### config.mk
export PLATFORM = sky130hd
export DESIGN_NAME = sent_rx_fast_frame_assembler
export DESIGN_NICKNAME = d
export VERILOG_FILES = /design/src/rtl/sent_rx_fast_frame_assembler.sv
export SDC_FILE = /design/constraint.sdc
export NUM_CORES = 1
export LEC_CHECK = 0
export CELL_PAD_IN_SITES_DETAIL_PLACEMENT = 0
export CELL_PAD_IN_SITES_GLOBAL_PLACEMENT = 1
export CORE_UTILIZATION = 35
export CTS_CLUSTER_SIZE = 8
export DETAILED_ROUTE_END_ITERATION = 7
export HOLD_SLACK_MARGIN = 0.06
export PLACE_DENSITY = 0.72
export SYNTH_ARGS = -nofsm -noshare
export SYNTH_HDL_FRONTEND = slang
export SYNTH_SLANG_ARGS = --single-unit
### constraint.sdc
create_clock -name clk_rx -period 4.9 [get_ports clk_rx]
set_input_delay 0.49 -clock clk_rx [delete_from_list [all_inputs] [get_ports clk_rx]]
set_output_delay 0.49 -clock clk_rx [all_outputs]
set_load 0.1 [all_outputs]
### src/rtl/sent_rx_fast_frame_assembler.sv
// SENT fast-channel frame assembler: collects status, data and CRC nibbles,
// hands the frame to an external CRC checker and publishes good frames.
module sent_rx_fast_frame_assembler #(
  parameter int CHECK_TIMEOUT = 4
) (
  input  logic        clk_rx,
  input  logic        reset_n_rx,
  input  logic        sync_i,
  input  logic [3:0]  nibble_i,
  input  logic        nibble_valid_i,
  input  logic        pulse_error_i,
  input  logic [1:0]  cfg_data_nibbles_i,
  output logic [2:0]  enable_crc_check_o,
  output logic [29:0] data_check_crc_o,
  input  logic        crc_check_done_i,
  input  logic        valid_data_fast_i,
  output logic [3:0]  status_o,
  output logic [23:0] data_fast_o,
  output logic        data_fast_valid_o,
  output logic        crc_error_o,
  output logic        frame_error_o
);

  localparam int TW = $clog2(CHECK_TIMEOUT + 1);

  typedef enum logic [2:0] {
    S_IDLE, S_STATUS, S_DATA, S_CRC, S_CHECK
  } state_e;

  state_e        state_q, state_d;
  logic [1:0]    cfg_q, cfg_d;
  logic [1:0]    pcfg_q, pcfg_d;
  logic          pend_q, pend_d;
  logic [2:0]    cnt_q, cnt_d;
  logic [TW-1:0] tmo_q, tmo_d;
  logic [3:0]    stat_q, stat_d;
  logic [23:0]   data_q, data_d;
  logic [3:0]    crc_q, crc_d;
  logic [3:0]    ostat_q, ostat_d;
  logic [23:0]   odata_q, odata_d;
  logic          dv_q, dv_d;
  logic          cerr_q, cerr_d;
  logic          ferr_q, ferr_d;
  logic          leave;
  logic          sync_ok;

  function automatic logic [2:0] nlen(input logic [1:0] c);
    unique case (c)
      2'b00:   nlen = 3'd3;
      2'b01:   nlen = 3'd4;
      default: nlen = 3'd6;
    endcase
  endfunction

  always_comb begin
    state_d = state_q;
    cfg_d   = cfg_q;
    pcfg_d  = pcfg_q;
    pend_d  = pend_q;
    cnt_d   = cnt_q;
    tmo_d   = tmo_q;
    stat_d  = stat_q;
    data_d  = data_q;
    crc_d   = crc_q;
    ostat_d = ostat_q;
    odata_d = odata_q;
    dv_d    = 1'b0;
    cerr_d  = 1'b0;
    ferr_d  = 1'b0;
    leave   = 1'b0;
    sync_ok = sync_i && (cfg_data_nibbles_i != 2'b11);
    unique case (state_q)
      S_IDLE: begin
        if (sync_i) begin
          if (!sync_ok) begin
            ferr_d = 1'b1;
          end else begin
            cfg_d   = cfg_data_nibbles_i;
            cnt_d   = 3'd0;
            state_d = S_STATUS;
          end
        end
      end
      S_STATUS, S_DATA, S_CRC: begin
        if (pulse_error_i) begin
          ferr_d  = 1'b1;
          pend_d  = 1'b0;
          state_d = S_IDLE;
        end else if (sync_i) begin
          ferr_d = 1'b1;
          cnt_d  = 3'd0;
          if (sync_ok) begin
            cfg_d   = cfg_data_nibbles_i;
            state_d = S_STATUS;
          end else begin
            state_d = S_IDLE;
          end
        end else if (nibble_valid_i) begin
          if (state_q == S_STATUS) begin
            stat_d  = nibble_i;
            data_d  = 24'd0;
            cnt_d   = 3'd0;
            state_d = S_DATA;
          end else if (state_q == S_DATA) begin
            data_d = {data_q[19:0], nibble_i};
            cnt_d  = cnt_q + 3'd1;
            if (cnt_q + 3'd1 == nlen(cfg_q)) state_d = S_CRC;
          end else begin
            crc_d   = nibble_i;
            tmo_d   = '0;
            state_d = S_CHECK;
          end
        end
      end
      S_CHECK: begin
        if (pulse_error_i) begin
          ferr_d  = 1'b1;
          pend_d  = 1'b0;
          state_d = S_IDLE;
        end else begin
          // a sync here starts the next frame once the checker is done
          if (sync_ok) begin
            pend_d = 1'b1;
            pcfg_d = cfg_data_nibbles_i;
          end
          if (crc_check_done_i) begin
            leave = 1'b1;
            if (valid_data_fast_i) begin
              ostat_d = stat_q;
              odata_d = data_q;
              dv_d    = 1'b1;
            end else begin
              cerr_d = 1'b1;
            end
          end else if (tmo_q == TW'(CHECK_TIMEOUT - 1)) begin
            ferr_d = 1'b1;
            leave  = 1'b1;
          end else begin
            tmo_d = tmo_q + 1'b1;
          end
          if (leave) begin
            pend_d = 1'b0;
            cnt_d  = 3'd0;
            if (pend_q || sync_ok) begin
              cfg_d   = sync_ok ? cfg_data_nibbles_i : pcfg_q;
              state_d = S_STATUS;
            end else begin
              state_d = S_IDLE;
            end
          end
        end
      end
      default: state_d = S_IDLE;
    endcase
  end

  always_ff @(posedge clk_rx or negedge reset_n_rx) begin
    if (!reset_n_rx) begin
      state_q <= S_IDLE;
      cfg_q   <= 2'b00;
      pcfg_q  <= 2'b00;
      pend_q  <= 1'b0;
      cnt_q   <= 3'd0;
      tmo_q   <= '0;
      stat_q  <= 4'd0;
      data_q  <= 24'd0;
      crc_q   <= 4'd0;
      ostat_q <= 4'd0;
      odata_q <= 24'd0;
      dv_q    <= 1'b0;
      cerr_q  <= 1'b0;
      ferr_q  <= 1'b0;
    end else begin
      state_q <= state_d;
      cfg_q   <= cfg_d;
      pcfg_q  <= pcfg_d;
      pend_q  <= pend_d;
      cnt_q   <= cnt_d;
      tmo_q   <= tmo_d;
      stat_q  <= stat_d;
      data_q  <= data_d;
      crc_q   <= crc_d;
      ostat_q <= ostat_d;
      odata_q <= odata_d;
      dv_q    <= dv_d;
      cerr_q  <= cerr_d;
      ferr_q  <= ferr_d;
    end
  end

  always_comb begin
    enable_crc_check_o = 3'b000;
    data_check_crc_o   = 30'd0;
    if (state_q == S_CHECK) begin
      unique case (cfg_q)
        2'b00:   enable_crc_check_o = 3'b011;
        2'b01:   enable_crc_check_o = 3'b010;
        default: enable_crc_check_o = 3'b001;
      endcase
      data_check_crc_o = {2'b00, data_q, crc_q};
    end
  end

  assign status_o          = ostat_q;
  assign data_fast_o       = odata_q;
  assign data_fast_valid_o = dv_q;
  assign crc_error_o       = cerr_q;
  assign frame_error_o     = ferr_q;

endmodule

# Word level (Yosys, flattened, before mapping)
# Index checks and enable logic that the tools add are counted.
# Widths: inputs -> output; s select.
# op_classes
n_addsub	2
multipliers	0
div_mod_pow	0
order_cmp	0
eq_ne	27
shift	0
mux	76
n_bitwise	4
n_reduce_logical	18
# op_table
op	count
$mux 3	33
$mux 24	2
$mux 28	1
$ne 2x2->1 const B	14
$mux 1	24
$reduce_and 5->1	4
$pmux 3 s3	2
$mux 2	8
$ne 4x4->1 const B	3
$pmux 3 s2	2
$eq 3x2->1 const B	3
$reduce_and 9->1	1
$reduce_and 8->1	1
$add 3x1->3 const B	2
$ne 3x3->1 const B	2
$ne 6x6->1 const B	1
$pmux 2 s3	1
$reduce_and 6->1	1
$not 1->1	4
$pmux 2 s2	1
$reduce_and 4->1	1
$reduce_bool 2->1	2
$eq 3x1->1 const B	1
$eq 3x3->1	1
12 further kinds	12
# totals
regBits	77
latch_bits	0
mem_bits_rw	0
romBits	0
in_bits	13
word_cells	141
memories	0

# Logic depth before layout (Yosys ltp)
# Gate-level depths: netlist of the first run.
# logic_depth
word_depth	16
ltp_mapped	8
ltp_nobuf	7

# Worst setup path before layout of the first run
# No wires, ideal clock.
# synth_path
path_kind	reg2out
from	register state_q[1]
to	output enable_crc_check_o[0]
arrival_time_ns	2.474
setup_slack_ns	1.936
path_stages_with_launch	5
path_cell_list	dfrtp_1 -> buf_6 -> or3b_1 -> clkbuf_1 -> a21oi_1
# synth_between
elab_chain_len	2
# synth_lines
element	line_no	rtl
start, declared	30	state_e state_q, state_d;
start signal, assigned	174	state_q <= state_d;
$eq 3x3->1	194	if (state_q == S_CHECK) begin
$mux 2	194	
end, declared	13	output logic [2:0] enable_crc_check_o,
# No other way between the ends.

# Worst setup path after layout of the first run
# layout_path
from	register state_q[2]
to	output enable_crc_check_o[0]
# The elaborated chain is that of the path after synthesis.

==> metrics, run 1 <==
status finished clean; fraction of layout cells with a size suffix above 1 16.3%; port bufs between 70 and 80; Vias between 2000 and 3000; total CTS buffers 9; ANT cells 0; synth-to-layout area growth 27.7%; Sw Share 33.1%; largest net degree at the start of global routing between 70 and 80; number of global-route vias before repair 2647; Main synth FF type dfrtp_1; Die ar. ~11000 um2; CP Max Fanout 38; nature of the critical path startpoint flop; first-pass GRT wire length ~13 mm; total gr overflow 0; register area share after synthesis a little over half; die width 104 um; RSZ-0062 raised after global routing no; post-synthesis adder-cell area fraction under 10%; number of flops mapped to enable cells by yosys 0; Placer Congestion about 0.78; DRT antenna net count 0; multiplexer area fraction after synthesis about 14%; YS warnings 0; starting density of the core between 30 and 40%; Mapped Cells 338; NetSw approximately 600 uW; synthesized area per cell approximately 11 um2; clock-pin slew on the worst setup and hold paths roughly 0.08 ns; Yosys cell types 43; drt drc 0; Pre-antenna DRT Iters 5; VDD IR max approximately 0.21 mV; critical setup path kind flop to output port; latest clock arrival within the worst-skew pair around 0.35 ns; Synth Area in Compound Gates about 8.3%; CTS Hold Buffers Added 0; Post-Synth Simple-Gate Area 17.0%; Syn Std Cell Area 3610 um2; clk root buf clkbuf_8; DR WL/cell 14.8 um; Max-cap violations 0; internal power 1210 uW; Seq pwr share a little under half; CP Capture Type output port; Vias/cell around 4.8; relative slew slack around 27%; clock sink total between 70 and 80; clock buffer depth 2; Tmin final ~3.8 ns; Net count, final roughly 420; Fmax around 270 MHz; worst endpoint required time roughly 4.4 ns; Comb power frac a little over a fifth; Pwr Density between 300 and 400 nW/um2; post-synthesis xor/xnor area fraction 0.728%; main combinational cell family by area after synthesis simple AND/OR/NAND/NOR gates; IO Pins 77; Final Setup Violations 0; Layout Cells excl Fill between 500 and 600; post-detail-place hpwl 5.16 mm; Post-synth top cells 77 x dfrtp_1, 58 x nand2_1, 33 x o21ai_0; total track usage around 16%; Synth area leaders dfrtp_1 53%, mux2_2 10%, nand2_1 6.0%, and3_1 5.0%, o21ai_0 4.6%; Worst Hold Class input pin to asynchronous set/reset pin; max-slew violations 0; final hold violations 0; Slew @ Worst Pin approximately 1.1 ns; Final Skew approximately 0.009 ns; Post-CTS Resized 0; Synth Register Bits just under 80; DRT iter0 DRCs just under 100; dominant cell type by area after synthesis dfrtp_1; Placeable Area a little under 10000 um2; # rows 36; Post-CTS Setup Inserts 0; Clock power frac a little under a third; placed insts about 520; drt total wl about 7.9 mm; Die Y around 100 um; static leakage 0.00218 uW; setup TNS 0 ns; most frequent cell after synthesis dfrtp_1; CTS tree built; post-route clock period utilization 76.9%; Async S/R FF share, synth 100%; crit path DAT approximately 3.3 ns; Synth top area share 53.4%; # H-tree levels 3; initial antenna violation count 0; Fill cells 928
## cells in the final DEF, fill, tap and decap left out, types with 2 or more instances in the layout
master and instances:
dfrtp_1 77, mux2_2 32, a21oi_1 5, conb_1 3
mux2_4 9, nor3b_1 3, nor3_1 6, clkbuf_8 9
ha_1 3, buf_4 2, bufinv_16 3, inv_1 9
and3_1 29, nand2_1 58, clkdlybuf4s50_1 72, a31oi_1 2
or3_1 3, o21ai_0 33, xnor2_1 2, nor3_2 2
nor2_1 15
## per-layer routing
layer | GRT usage [%] | vias up | wire length, um
met5 | 0 | - | 0
met4 | 3.73 | 0 | 59
met3 | 5.10 | 5 | 433
met2 | 23.6 | 74 | 3510
met1 | 21.7 | 1228 | 3920
li1 | - | 1274 | -
## state kept, by name, indices dropped and copies added, names as in the netlist, 2 cells and up
name,flops
cfg_q,2
cnt_q,3
crc_q,4
data_fast_o,24
data_q,24
pcfg_q,2
stat_q,4
state_q,3
status_o,4
tmo_q,3
## area by class of cell
type	instances	area, um2	area share [%]
Sequential cell	77	1930	41.8
Multi-Input combinational cell	228	1510	32.7
Timing Repair Buffer	74	736	16.0
Tap cell	133	166	3.61
Clock buffer	10	128	2.77
Clock inverter	6	111	2.42
Inverter	9	33.8	0.733
## critical path, stage by stage, from the launching register on
cell and delay [ns]:
dfrtp_1 1.04, or3b_1 0.57, a21oi_1 0.17, clkdlybuf4s50_1 1.14
## cell families (layout without fill, tap and decap cells)
| kind of cell | count (synthesis) | after routing |
|---|---|---|
| buffers and inverters | 35 | 99 |
| and+or+nand+nor | 124 | 124 |
| adders and majority gates | 4 | 4 |
| xor gates and xnor gates | 3 | 3 |
| muxes | 42 | 42 |
| AOI/OAI and AO/OA | 52 | 52 |
| DFF | 77 | 77 |
| other | 1 | 3 |
## through the flow
stage	hold slack (ns)	setup slack, ns	power [uW]	utilization, %	cell area [um2]
3_3_place_gp	0.462	1.61	1240	44.3	4370
3_5_place_dp	0.476	1.52	1260	44.3	4370
2_1_floorplan	0.194	1.94	1140	-	3610
5_1_grt	0.384	0.937	1920	46.7	4610
4_1_cts	0.338	1.11	1840	46.7	4610
6_report	0.300	1.13	1820	46.7	4610
## power groups by stage
| stage | combinational, uW | sequential [uW] | clock, uW |
|---|---|---|---|
| 2_1_floorplan | 272 | 868 | 0 |
| 3_3_place_gp | 379 | 859 | 0 |
| 3_5_place_dp | 392 | 863 | 0 |
| 4_1_cts | 394 | 851 | 593 |
| 5_1_grt | 438 | 870 | 617 |
| 6_report | 389 | 849 | 578 |
## worst paths after layout
kind | startpoint | to | slack (ns) | depth (start not counted)
min in group clk_rx | data_q[23] | data_q[23] | 0.50 | 2
min reg2reg | data_q[23] | data_q[23] | 0.50 | 2
max in group asynchronous | reset_n_rx | state_q[1] | 3.97 | 1
min | reset_n_rx | data_fast_o[9] | 0.30 | 1
max reg2reg | state_q[2] | status_o[3] | 2.05 | 3
max | state_q[2] | enable_crc_check_o[0] | 1.13 | 3
Note: power is estimated with default switching activity, not from simulation.
==> run 2: changes to the inputs <==
clock period = 3.78 ns   (was 4.9 ns; I/O delays follow)
==> run 2 against run 1 <==
Effect of this change: setup slack worse by 0.21 ns; sequential power is 30% higher; cell count is 0.19% higher; critical path depth stayed put; critical path type unchanged.
==> metrics, run 2 (synthesis results as in run 1) <==
Placer Congestion 0.793 (+1.5%); Die ar. 10700 um2 (unchanged); DRT iter0 DRCs 68 (-31%); largest net degree at the start of global routing 78 (unchanged); RSZ-0062 raised after global routing no; hold slack 0.174 ns (-0.126 ns); clock-pin slew on the worst setup and hold paths 0.08 ns (about the same); starting density of the core 36.6% (unchanged); Vias 2634 (+2.1%); placed insts 522 (+0.19%); total track usage 15.5% (-0.19 points); final hold violations 0 (unchanged); Final Setup Violations 0 (unchanged); clock buffer depth 2 (unchanged); status finished clean; total CTS buffers 9 (unchanged); # H-tree levels 3 (unchanged); CP Max Fanout 38 (unchanged); # rows 36 (unchanged); nature of the critical path startpoint flop; most frequent cells in the layout 77 x dfrtp_1, 58 x nand2_1, 42 x clkdlybuf4s50_1; worst stage delay on the critical path 1.05 ns (-0.09 ns); Pwr Density 506 nW/um2 (+29%); CTS Hold Buffers Added 0 (unchanged); pre-CTS setup slack 1.30 ns (-0.225 ns); Critical-path top delay cell dfrtp_1; Max-cap violations 0 (unchanged); CP Capture Type output port; critical setup path kind flop to output port; IO Pins 77 (unchanged); static leakage 0.00224 uW (+2.5%); total gr overflow 0 (unchanged); delay-heaviest family, CP flip-flops; Pre-antenna DRT Iters 4 (-1); Fmax 349 MHz; clock sink total 77 (unchanged); drt drc 0 (unchanged); max-slew violations 0 (unchanged); Die Y 104 um (unchanged); VDD IR max 0.215 mV (+3.8%); DR WL/cell 14.5 um (-1.5%); CTS tree built; crit path buf inv count 1 (unchanged); Slew @ Worst Pin 1.11 ns (+0.0143 ns); die width 104 um (unchanged); worst endpoint required time 3.40 ns (-1.01 ns); crit path cell chain or3b_1, a21oi_1, buf_4; fraction of layout cells with a size suffix above 1 24.0% (+7.6 points); post-route clock period utilization approximately three quarters; crit path DAT 2.49 ns (-0.79 ns); most common cell after layout, fill and taps aside dfrtp_1; relative slew slack 25.8% (-0.96 points); ANT cells 0 (unchanged); Post-CTS Setup Inserts 0 (unchanged); fin worst setup slack 0.917 ns (-0.215 ns); setup TNS 0 ns (unchanged); Tmin final roughly 2.9 ns; Final Skew 0.00787 ns (-0.00120 ns); post-detail-place hpwl 5.15 mm (-0.13%); latest clock arrival within the worst-skew pair 0.35 ns (about the same); port bufs 73 (unchanged); clk root buf clkbuf_8; number of global-route vias before repair 2660 (+0.49%); DRT antenna net count 0 (unchanged); Net count, final 416 (+0.24%); Post-CTS Resized 0 (unchanged); Vias/cell 4.90 (+1.9%); initial antenna violation count 0 (unchanged); drt total wl 7.82 mm (-1.3%); Worst Hold Class input pin to asynchronous set/reset pin; first-pass GRT wire length 13.3 mm (-1.0%); synth-to-layout area growth 25.5%; Layout Cells excl Fill 538 (+0.19%); Placeable Area 9860 um2 (unchanged)
run 2: path summary, 6_finish.rpt:
kind / depth (start not counted) / startpoint / slack, ns / endpoint
worst max-delay path: 3 / state_q[2] / 0.92 / enable_crc_check_o[0]
worst min-delay path: 1 / reset_n_rx / 0.17 / data_fast_o[10]
worst max register to register: 4 / state_q[2] / 1.28 / cfg_q[0]
worst min register to register: 2 / data_q[22] / 0.50 / data_q[22]
max in group asynchronous: 1 / reset_n_rx / 2.98 / state_q[0]
min in group clk_rx: 2 / data_q[22] / 0.50 / data_q[22]
run 2: layout make-up:
class | instances | area (um2)
fill | 927 | 5340
sequential | 77 | 1930
multi-input combinational | 228 | 1510
timing repair buffer | 75 | 668
tap | 133 | 166
clock buffer | 11 | 141
clock inverter | 5 | 83.8
inverter | 9 | 33.8
run 2: layer usage:
metal / GRT usage (%) / wire length [um] / part of all wire (%) / up-vias
met3: 5.10 / 441 / 5.6 / 7
met2: 24.3 / 3610 / 46 / 73
li1: - / - / - / 1273
met4: 3.73 / 63 / 0.81 / 0
met1: 20.6 / 3700 / 47 / 1281
met5: 0 / 0 / 0 / -
run 2: worst register-to-register path, cell delays in order (launching register included):
cell and delay [ns]:
dfrtp_1 1.05, or3b_1 0.59, nor2_1 0.17, mux2_2 0.34
mux2_2 0.26
run 2: where the power goes:
part / internal, uW / switching [uW]
Clock: 391 / 304
Combinational: 164 / 331
Sequential: 971 / 132
Total: 1530 / 767
run 2: metrics by stage:
step | area [um2] | power, uW | utilization [%]
floorplan | 3610 | 1480 | -
global placement | 4300 | 1610 | 43.6
detailed placement | 4300 | 1620 | 43.6
CTS | 4530 | 2330 | 45.9
global route | 4530 | 2440 | 45.9
finish | 4530 | 2290 | 45.9
==> run 3: changes to the inputs <==
PLACE_DENSITY = 0.75   (was 0.72)
clock period = 2.5 ns   (was 3.78 ns; I/O delays follow)
==> run 3 against run 2 <==
Effect of this change: routed wire length is 0.20% lower; sequential power is 52% higher; register-to-register slack worse by 0.87 ns; power is 51% higher; utilization is 3.3 points higher; design area is 7.3% higher; largest cell class unchanged; count of clock-buffer cells in the layout is 1 lower; critical endpoint is now cfg_q[0]; global-route usage is 0.13 points higher; cell count is 0.93% higher; combinational power is 57% higher; setup slack worse by 0.51 ns.
==> metrics, run 3 (synthesis results as in run 1) <==
post-detail-place hpwl 5.36 mm (+4.0%); Layout Cells excl Fill 543 (+0.93%); Tmin final roughly 2.1 ns; VDD IR max 0.302 mV (+41%); clock buffer depth 2 (unchanged); Tot Pwr 3460 uW (+51%); number of global-route vias before repair 2639 (-0.79%); DRT antenna net count 0 (unchanged); CP Max Fanout 10 (-74%); drt total wl 7.80 mm (-0.20%); total track usage 15.6% (+0.13 points); DR WL/cell 14.4 um (-1.1%); busiest grt layer met2; R2R setup slack 0.41 ns (-0.87 ns); DRT iter0 DRCs 108 (+59%); CP Capture Type flop; drt drc 0 (unchanged); clock sink total 77 (unchanged); starting density of the core 36.6% (unchanged); pre-CTS setup slack 0.278 ns (-1.02 ns); Slew @ Worst Pin 0.946 ns (-0.166 ns); R2R Path End cfg_q[0]; max-slew violations 0 (unchanged); largest net degree at the start of global routing 78 (unchanged); first-pass GRT wire length 13.5 mm (+1.4%); delay-heaviest family, CP simple AND/OR/NAND/NOR gates; Placeable Area 9860 um2 (unchanged); crit path cell chain or2_1, nor3b_4, o21ai_0, o21ai_2, mux2_2; Pwr Density 712 nW/um2 (+41%); IO Pins 77 (unchanged); M3 GR Usage 4.53% (-0.57 points); clock-pin slew on the worst setup and hold paths 0.08 ns (about the same); crit path buf inv count 0 (-1); most frequent cells in the layout 77 x dfrtp_1, 58 x nand2_1, 39 x buf_4; die width 104 um (unchanged); Die ar. 10700 um2 (unchanged); fraction of layout cells with a size suffix above 1 32.9% (+9.0 points); most common cell after layout, fill and taps aside dfrtp_1; M1 GR Usage 21.7% (+1.1 points); Vias/cell 4.80 (-2.0%); Final Setup Violations 0 (unchanged); worst stage delay on the critical path 0.49 ns (-0.56 ns); worst endpoint required time 2.73 ns (-0.67 ns); Die Y 104 um (unchanged); synth-to-layout area growth 34.7%; port bufs 73 (unchanged); # rows 36 (unchanged); RSZ-0062 raised after global routing no; # H-tree levels 3 (unchanged); met2 Resource Use GR 23.9% (-0.38 points); total CTS buffers 9 (unchanged); Vias 2604 (-1.1%); Net count, final 421 (+1.2%); latest clock arrival within the worst-skew pair 0.34 ns (about the same); fin worst setup slack 0.406 ns (-0.511 ns); static leakage 0.00241 uW (+7.5%); CTS tree built; setup TNS 0 ns (unchanged); Post-CTS Resized 0 (unchanged); CTS Hold Buffers Added 0 (unchanged); final hold violations 0 (unchanged); Fmax approximately 480 MHz; placed insts 527 (+0.96%); Reg-to-Reg Start state_q[1]; Pre-antenna DRT Iters 4 (unchanged); Max-cap violations 0 (unchanged); Placer Congestion 0.818 (+3.1%); Worst R2R Path Depth 5 (+1); status finished clean; Post-CTS Setup Inserts 0 (unchanged); relative slew slack 36.9% (+11 points); post-route clock period utilization around 84%; Final Skew 0.00780 ns (-0.0000723 ns); ANT cells 0 (unchanged); Worst Hold Class input pin to asynchronous set/reset pin; clk root buf clkbuf_8; nature of the critical path startpoint flop; Critical-path top delay cell dfrtp_1; total gr overflow 0 (unchanged); crit path DAT 2.32 ns (-0.17 ns); critical setup path kind flop to flop; initial antenna violation count 0 (unchanged)
==> run 3: cell types whose count changed in the layout (fill, tap and decap cells not counted), sizes merged <==
cell           before  now
clkbuf             11   10
buf                33   69
clkinv              1    2
clkinvlp            2    1
inv                 9   10
clkdlybuf4s50      42   11
==> run 3: power by group <==
group          total [uW]  switching [uW]  internal (uW)
combinational         778             519            259
sequential           1670             200           1470
clock                1010             451            563
==> run 3: worst max path at each step <==
stage	from	slack, ns	cells after the start	to
floorplan	state_q[1]	0.39	4	enable_crc_check_o[0]
global placement	pulse_error_i	0.33	5	cfg_q[0]
detailed placement	pulse_error_i	0.28	4	stat_q[1]
CTS	state_q[1]	0.39	5	cfg_q[0]
global route	state_q[1]	0.26	5	cfg_q[0]
finish	state_q[1]	0.41	5	cfg_q[0]
==> run 3: stage by stage <==
stage	util [%]	cell area (um2)	hold slack, ns
floorplan	-	3620	-0.0456
global placement	47.1	4640	0.459
detailed placement	47.1	4640	0.474
CTS	49.2	4860	0.0873
global route	49.2	4860	0.123
finish	49.2	4860	0.0417
==> run 3: area by class of cell <==
| cell class | instances | area [um2] |
|---|---|---|
| inverters | 9 | 33.8 |
| repair buffers | 80 | 1000 |
| flip-flops and latches | 77 | 1930 |
| clock inverters | 6 | 86.3 |
| fillers | 914 | 5010 |
| well taps | 133 | 166 |
| clock buffers | 10 | 128 |
| multi-input cells | 228 | 1510 |
==> run 3: worst reg2reg max path, stage by stage, from the launching register on <==
cell	delay, ns
dfrtp_1	0.49
or2_1	0.36
nor3b_4	0.30
o21ai_0	0.25
o21ai_2	0.23
mux2_2	0.35
==> run 3: metal layers <==
layer	vias to the layer above	share of wire (%)
met2	63	46
met5	-	0
met3	6	5.0
met1	1251	48
li1	1284	-
met4	0	0.90
==> patch 1 (config.mk and constraints of run 3) <==
Change the parameter `CHECK_TIMEOUT` from 4 to 8.
--- a/src/rtl/sent_rx_fast_frame_assembler.sv
+++ b/src/rtl/sent_rx_fast_frame_assembler.sv
@@ -1,7 +1,7 @@
 // SENT fast-channel frame assembler: collects status, data and CRC nibbles,
 // hands the frame to an external CRC checker and publishes good frames.
 module sent_rx_fast_frame_assembler #(
-  parameter int CHECK_TIMEOUT = 4
+  parameter int CHECK_TIMEOUT = 8
 ) (
   input  logic        clk_rx,
   input  logic        reset_n_rx,
Formal check against the unedited RTL: no difference found for any inputs over 4 cycles, from zero or initial values and one cycle with reset_n_rx low; that may be too few to reach the edited logic, so the function may still have changed.
==> patch 1 against run 3 <==
  * Hold slack better by 0.0027 ns
  * Critical path type is now reg2out
  * Synthesized area increased by 2.2%
  * Clock skew about the same
  * Die area up 2.2%
  * Worst setup slack better by 0.11 ns
  * Total power grew 2.3%
  * Cell area rose by 2.6%
  * Sequential cell count up 1
  * Routed wire length rose by 9.6%
==> patch 1: results (changes against run 3) <==
| Metric | Value |
|---|---|
| Leak Pwr | `2.46 nW (+2.2%)` |
| Clock Skew | `0.00739 ns (-0.000402 ns)` |
| Worst Path Max Fanout | `21 (+11)` |
| First-pass GRT wire length | `14400 um (+6.3%)` |
| Met1 Use GR | `0.224 (+0.00711)` |
| Critical Path Start | `state_q[0]$_DFFE_PN0P_` |
| Critical Path Sink | `data_check_crc_o[19]` |
| # Post-CTS Setup Buffers | `0 (unchanged)` |
| Clock-cell share | `0.0444 (+0.000378)` |
| Arrival time worst endpoint | `1.74 ns (-0.58 ns)` |
| Pre-antenna DRT Iters | `6 (+2)` |
| Net Switching | `1.22 mW (+4.5%)` |
| Number of non-clock buffers | `84 (+5.0%)` |
| Reg2Reg Capture Point | `state_q[0]$_DFFE_PN0P_` |
| Area post-placement | `0.00476 mm^2 (+2.6%)` |
| Status | `completed` |
| Compound-cell area share of the yosys netlist | `0.0852 (+0.00227)` |
| Skew-Pair Late Insertion Delay | `0.35 ns` |
| Mux contribution to synthesized area | `0.127 (-0.0129)` |
| Inverters | `5 (-4)` |
| Met3 wire length | `316 um (-19%)` |
| GR Util met2 | `0.267 (+0.0285)` |
| Total GRT Usage | `0.165 (+0.00892)` |
| Maximum vdd drop | `0.000285 V (-5.6%)` |
| Seq/Total Area, Yosys | `0.529 (-0.00481)` |
| Initial DRC count | `125 (+16%)` |
| Final nets | `437 (+3.8%)` |
| Crit path capture type | `output port` |
| Sequential cells | `78 (+1.3%)` |
| Yosys cell types | `48 (+12%)` |
| Htree depth | `3 (unchanged)` |
| P_seq | `1.62 mW (-3%)` |
| Reg-to-reg slack, setup | `0.54 ns (+0.13 ns)` |
| Synth top cells by count | `dfrtp_1 (78), nand2_1 (74), o21ai_0 (34)` |
| Xor/xnor share of the synthesized area | `0.00713 (-0.000158)` |
| Slew Limit Headroom | `0.349 (-0.0203)` |
| FILL cells | `972 (+6.3%)` |
| Clock buffers | `10 (unchanged)` |
| Synth Area in Adders | `0.00679 (-0.00639)` |
| Clock Power Share | `0.299 (+0.006)` |
| #MultiIn Comb | `244 (+7.0%)` |
| Metal1 wirelength | `4090 um (+9.5%)` |
| M3 GR Usage | `0.0281 (-0.0172)` |
| Post-DP HPWL | `5910 um (+10%)` |
| Hold_buf cts | `0 (unchanged)` |
| Routed met2 length | `4060 um (+13%)` |
| Finished Cell Area | `0.00498 mm^2 (+2.6%)` |
| Register area | `0.00195 mm^2 (+1.3%)` |
| DRT Wirelength | `8550 um (+9.6%)` |
| Multi-input combinational area share | `0.319 (+0.00734)` |
| Vias | `2772 (+6.5%)` |
| Placer's final routability congestion estimate | `0.776 (-5.2%)` |
| Non-clock buffering overhead | `0.207 (+0.000735)` |
| Layout cells sized above 1 | `0.326 (-0.00374)` |
| R2R Path Start | `cnt_q[0]$_DFFE_PN0P_` |
| Largest net degree at the start of global routing | `79 (+1.3%)` |
| Main area contributors after synthesis | `dfrtp_1 (53%), mux2_2 (8.2%), nand2_1 (7.5%), and3_1 (4.9%), o21ai_0 (4.6%)` |
## patch 1: changes by cell type in the layout (fill, tap and decap cells not counted), sizes merged, moves of 3 or more
cell | before | now
nand2 | 58 | 74
nor2 | 16 | 7
mux2 | 41 | 36
buf | 69 | 73
nand3 | 2 | 6
nor3 | 8 | 4
inv | 10 | 7
nand3b | 0 | 3
nor3b | 4 | 1
## patch 1: per-stage QoR
step                      cells  hold slack, ns  total power [mW]   util  worst slack [ns]
after floorplan             352         -0.0456              2.21      -             0.352
after global placement      547           0.460              2.48  0.463             0.449
after detailed placement    547           0.463              2.51  0.463             0.417
after CTS                   563          0.0897              3.58  0.485             0.511
after global routing        563           0.119              3.75  0.485             0.381
final                       563          0.0443              3.54  0.485             0.513
## patch 1: worst max-delay path: stages, from the launching register on
cell     delay [ns]
dfrtp_1        0.38
buf_4          0.19
nor2_2         0.13
buf_4          0.24
and3_1         0.26
buf_12         0.19
==> patch 2 (settings of run 3) <==
Made on the original files. The 5 states of `state_e` get a Gray code encoding in 3 bits.
--- a/src/rtl/sent_rx_fast_frame_assembler.sv
+++ b/src/rtl/sent_rx_fast_frame_assembler.sv
@@ -24,7 +24,7 @@
   localparam int TW = $clog2(CHECK_TIMEOUT + 1);
 
   typedef enum logic [2:0] {
-    S_IDLE, S_STATUS, S_DATA, S_CRC, S_CHECK
+    S_IDLE = 3'b000, S_STATUS = 3'b001, S_DATA = 3'b011, S_CRC = 3'b010, S_CHECK = 3'b110
   } state_e;
 
   state_e        state_q, state_d;
Formal check against the unedited RTL: no difference found for any inputs over 4 cycles, from zero or initial values and one cycle with reset_n_rx low; so few cycles prove little.
==> patch 2 against run 3 <==
  * Non-clock buffer count grew 2
  * Utilization up 0.29 points
  * Routed wire length is 0.90% lower
  * Highest routed layer unchanged
  * Total power is 5.6% lower
  * Global-route usage fell by 0.097 points
  * Hold slack gained 0.35 ns
  * Clock skew rose by 0.0033 ns
  * Sequential cell count unchanged
  * Critical path depth down 1
  * Synthesized area is 0.73% higher
  * Cell area grew 1.1%
  * Cell count increased by 0.18%
  * Worst setup slack lost 0.080 ns
==> patch 2: results (changes against run 3) <==
| Metric | Value |
|---|---|
| Main area contributors after synthesis | `dfrtp_1 (53%), mux2_2 (9.6%), nand2_1 (5.9%), and2_1 (5.0%), o21ai_0 (4.1%)` |
| Synth top cells by count | `dfrtp_1 (77), nand2_1 (57), mux2_2 (31)` |
| Final nets | `422 (+0.24%)` |
| Status | `completed` |
| Hold Path Class | `in2async` |
| Placer's final routability congestion estimate | `0.820 (+0.28%)` |
| IO buf count | `73 (unchanged)` |
| Met1 Use GR | `0.201 (-0.0160)` |
| Max-Cap Viols | `0 (unchanged)` |
| R2R Path Start | `tmo_q[0]$_DFFE_PN0P_` |
| Placed insts | `527 (unchanged)` |
| Htree depth | `3 (unchanged)` |
| Diode count | `0 (unchanged)` |
| Yosys cell types | `48 (+12%)` |
| Tightest Pin Transition | `0.543 ns (-0.403 ns)` |
| Clock Skew | `0.0111 ns (+0.00327 ns)` |
| M3 GR Usage | `0.0363 (-0.00897)` |
| Post-Synthesis Cells | `332 (-1.8%)` |
| Clock Power Share | `0.298 (+0.005)` |
| R2R depth | `6 (+1)` |
| Int Pwr | `2.18 mW (-5.0%)` |
| Seq/Total Area, Yosys | `0.530 (-0.00386)` |
| CP max stage delay | `0.69 ns (+0.20 ns)` |
| First-pass GRT wire length | `13300 um (-1.2%)` |
| Initial DRC count | `83 (-23%)` |
| Top delay family on crit path | `flip-flops` |
| FILL cells | `916 (+0.22%)` |
| Layout cells sized above 1 | `0.328 (-0.000801)` |
| Initial antenna violation count | `0 (unchanged)` |
| Net Sw Frac | `0.334 (-0.00435)` |
| Leak Pwr | `2.31 nW (-4.0%)` |
| DRT Wirelength | `7730 um (-0.90%)` |
| Final cell count without fillers | `544 (+0.18%)` |
| CORE AREA | `0.00991 mm^2 (+0.46%)` |
| Worst Path Max Fanout | `16 (+6)` |
| Clock Tree Root | `clkbuf_8` |
| Total GRT Usage | `0.155 (-0.000966)` |
| Reg2Reg Capture Point | `tmo_q[0]$_DFFE_PN0P_` |
| Vias in the first global route | `2596 (-1.6%)` |
| Pre-antenna DRT Iters | `4 (unchanged)` |
| Reg-to-reg slack, setup | `0.53 ns (+0.12 ns)` |
| Area post-placement | `0.00469 mm^2 (+1.1%)` |
| Seq pwr share | `0.492 (+0.010)` |
| Maximum vdd drop | `0.000353 V (+17%)` |
| GR Util met2 | `0.245 (+0.00650)` |
| WHS | `0.389 ns (+0.347 ns)` |
| Largest net degree at the start of global routing | `49 (-37%)` |
| Arrival time worst endpoint | `1.92 ns (-0.40 ns)` |
| Skew-Pair Late Insertion Delay | `0.36 ns (+0.02 ns)` |
| Worst slack, placed | `0.469 ns (+0.191 ns)` |
| Slowest CP cell | `dfrtp_1` |
| CTS clk-pin slew, worst paths | `0.09 ns` |
| Post-DP HPWL | `5510 um (+2.8%)` |
| Via-to-Cell Ratio | `4.76 (-0.64%)` |
patch 2: cell count changes after synthesis, moves of 4 or more:
cell	run 3	this run
and2_1	1	29
and3_1	29	0
buf_2	3	7
clkbuf_1	15	7
nor3_1	6	1
patch 2: how the worst max path moves through the flow:
stage                                  to  slack, ns                    from
3_5_place_dp   data_fast_o[9]$_DFFE_PN0P_       0.47           pulse_error_i
5_1_grt              data_check_crc_o[26]       0.19  state_q[1]$_DFFE_PN0P_
6_report              data_check_crc_o[4]       0.33  state_q[1]$_DFFE_PN0P_
3_3_place_gp        stat_q[1]$_DFFE_PN0P_       0.53                  sync_i
4_1_cts               data_check_crc_o[4]       0.31  state_q[1]$_DFFE_PN0P_
2_1_floorplan       enable_crc_check_o[0]       0.17  state_q[0]$_DFFE_PN0P_
patch 2: logic make-up (layout without fill, tap and decap cells):
group                    count (synthesis)  count (layout)  synth area share
buffers and inverters                   30             107            0.0437
other                                    1               3           0.00103
XOR/XNOR                                 1               1           0.00241
flip-flops                              77              77             0.530
AND/OR/NAND/NOR                        120             120             0.176
multiplexers                            44              44             0.144
AO/OA/AOI/OAI                           56              56            0.0919
adder cells (fa/ha/maj)                  3               3            0.0103
patch 2: layer usage:
layer,part of all wire,vias up
met5,0,-
met3,0.040,7
met1,0.47,1244
li1,-,1273
met2,0.48,68
met4,0.016,0
patch 2: layout make-up:
class	instances	area, um^2	area share
Inverter	9	33.8	0.00688
Multi-Input combinational cell	227	1560	0.317
Tap cell	133	166	0.0339
Clock buffer	9	124	0.0252
Sequential cell	77	1930	0.393
Timing Repair Buffer	82	1020	0.208
Clock inverter	7	81.3	0.0166
patch 2: timing repair:
item                                   CTS  global route
setup endpoints to repair                0             0
hold buffers                             1             0
endpoints found under the hold margin   38             0
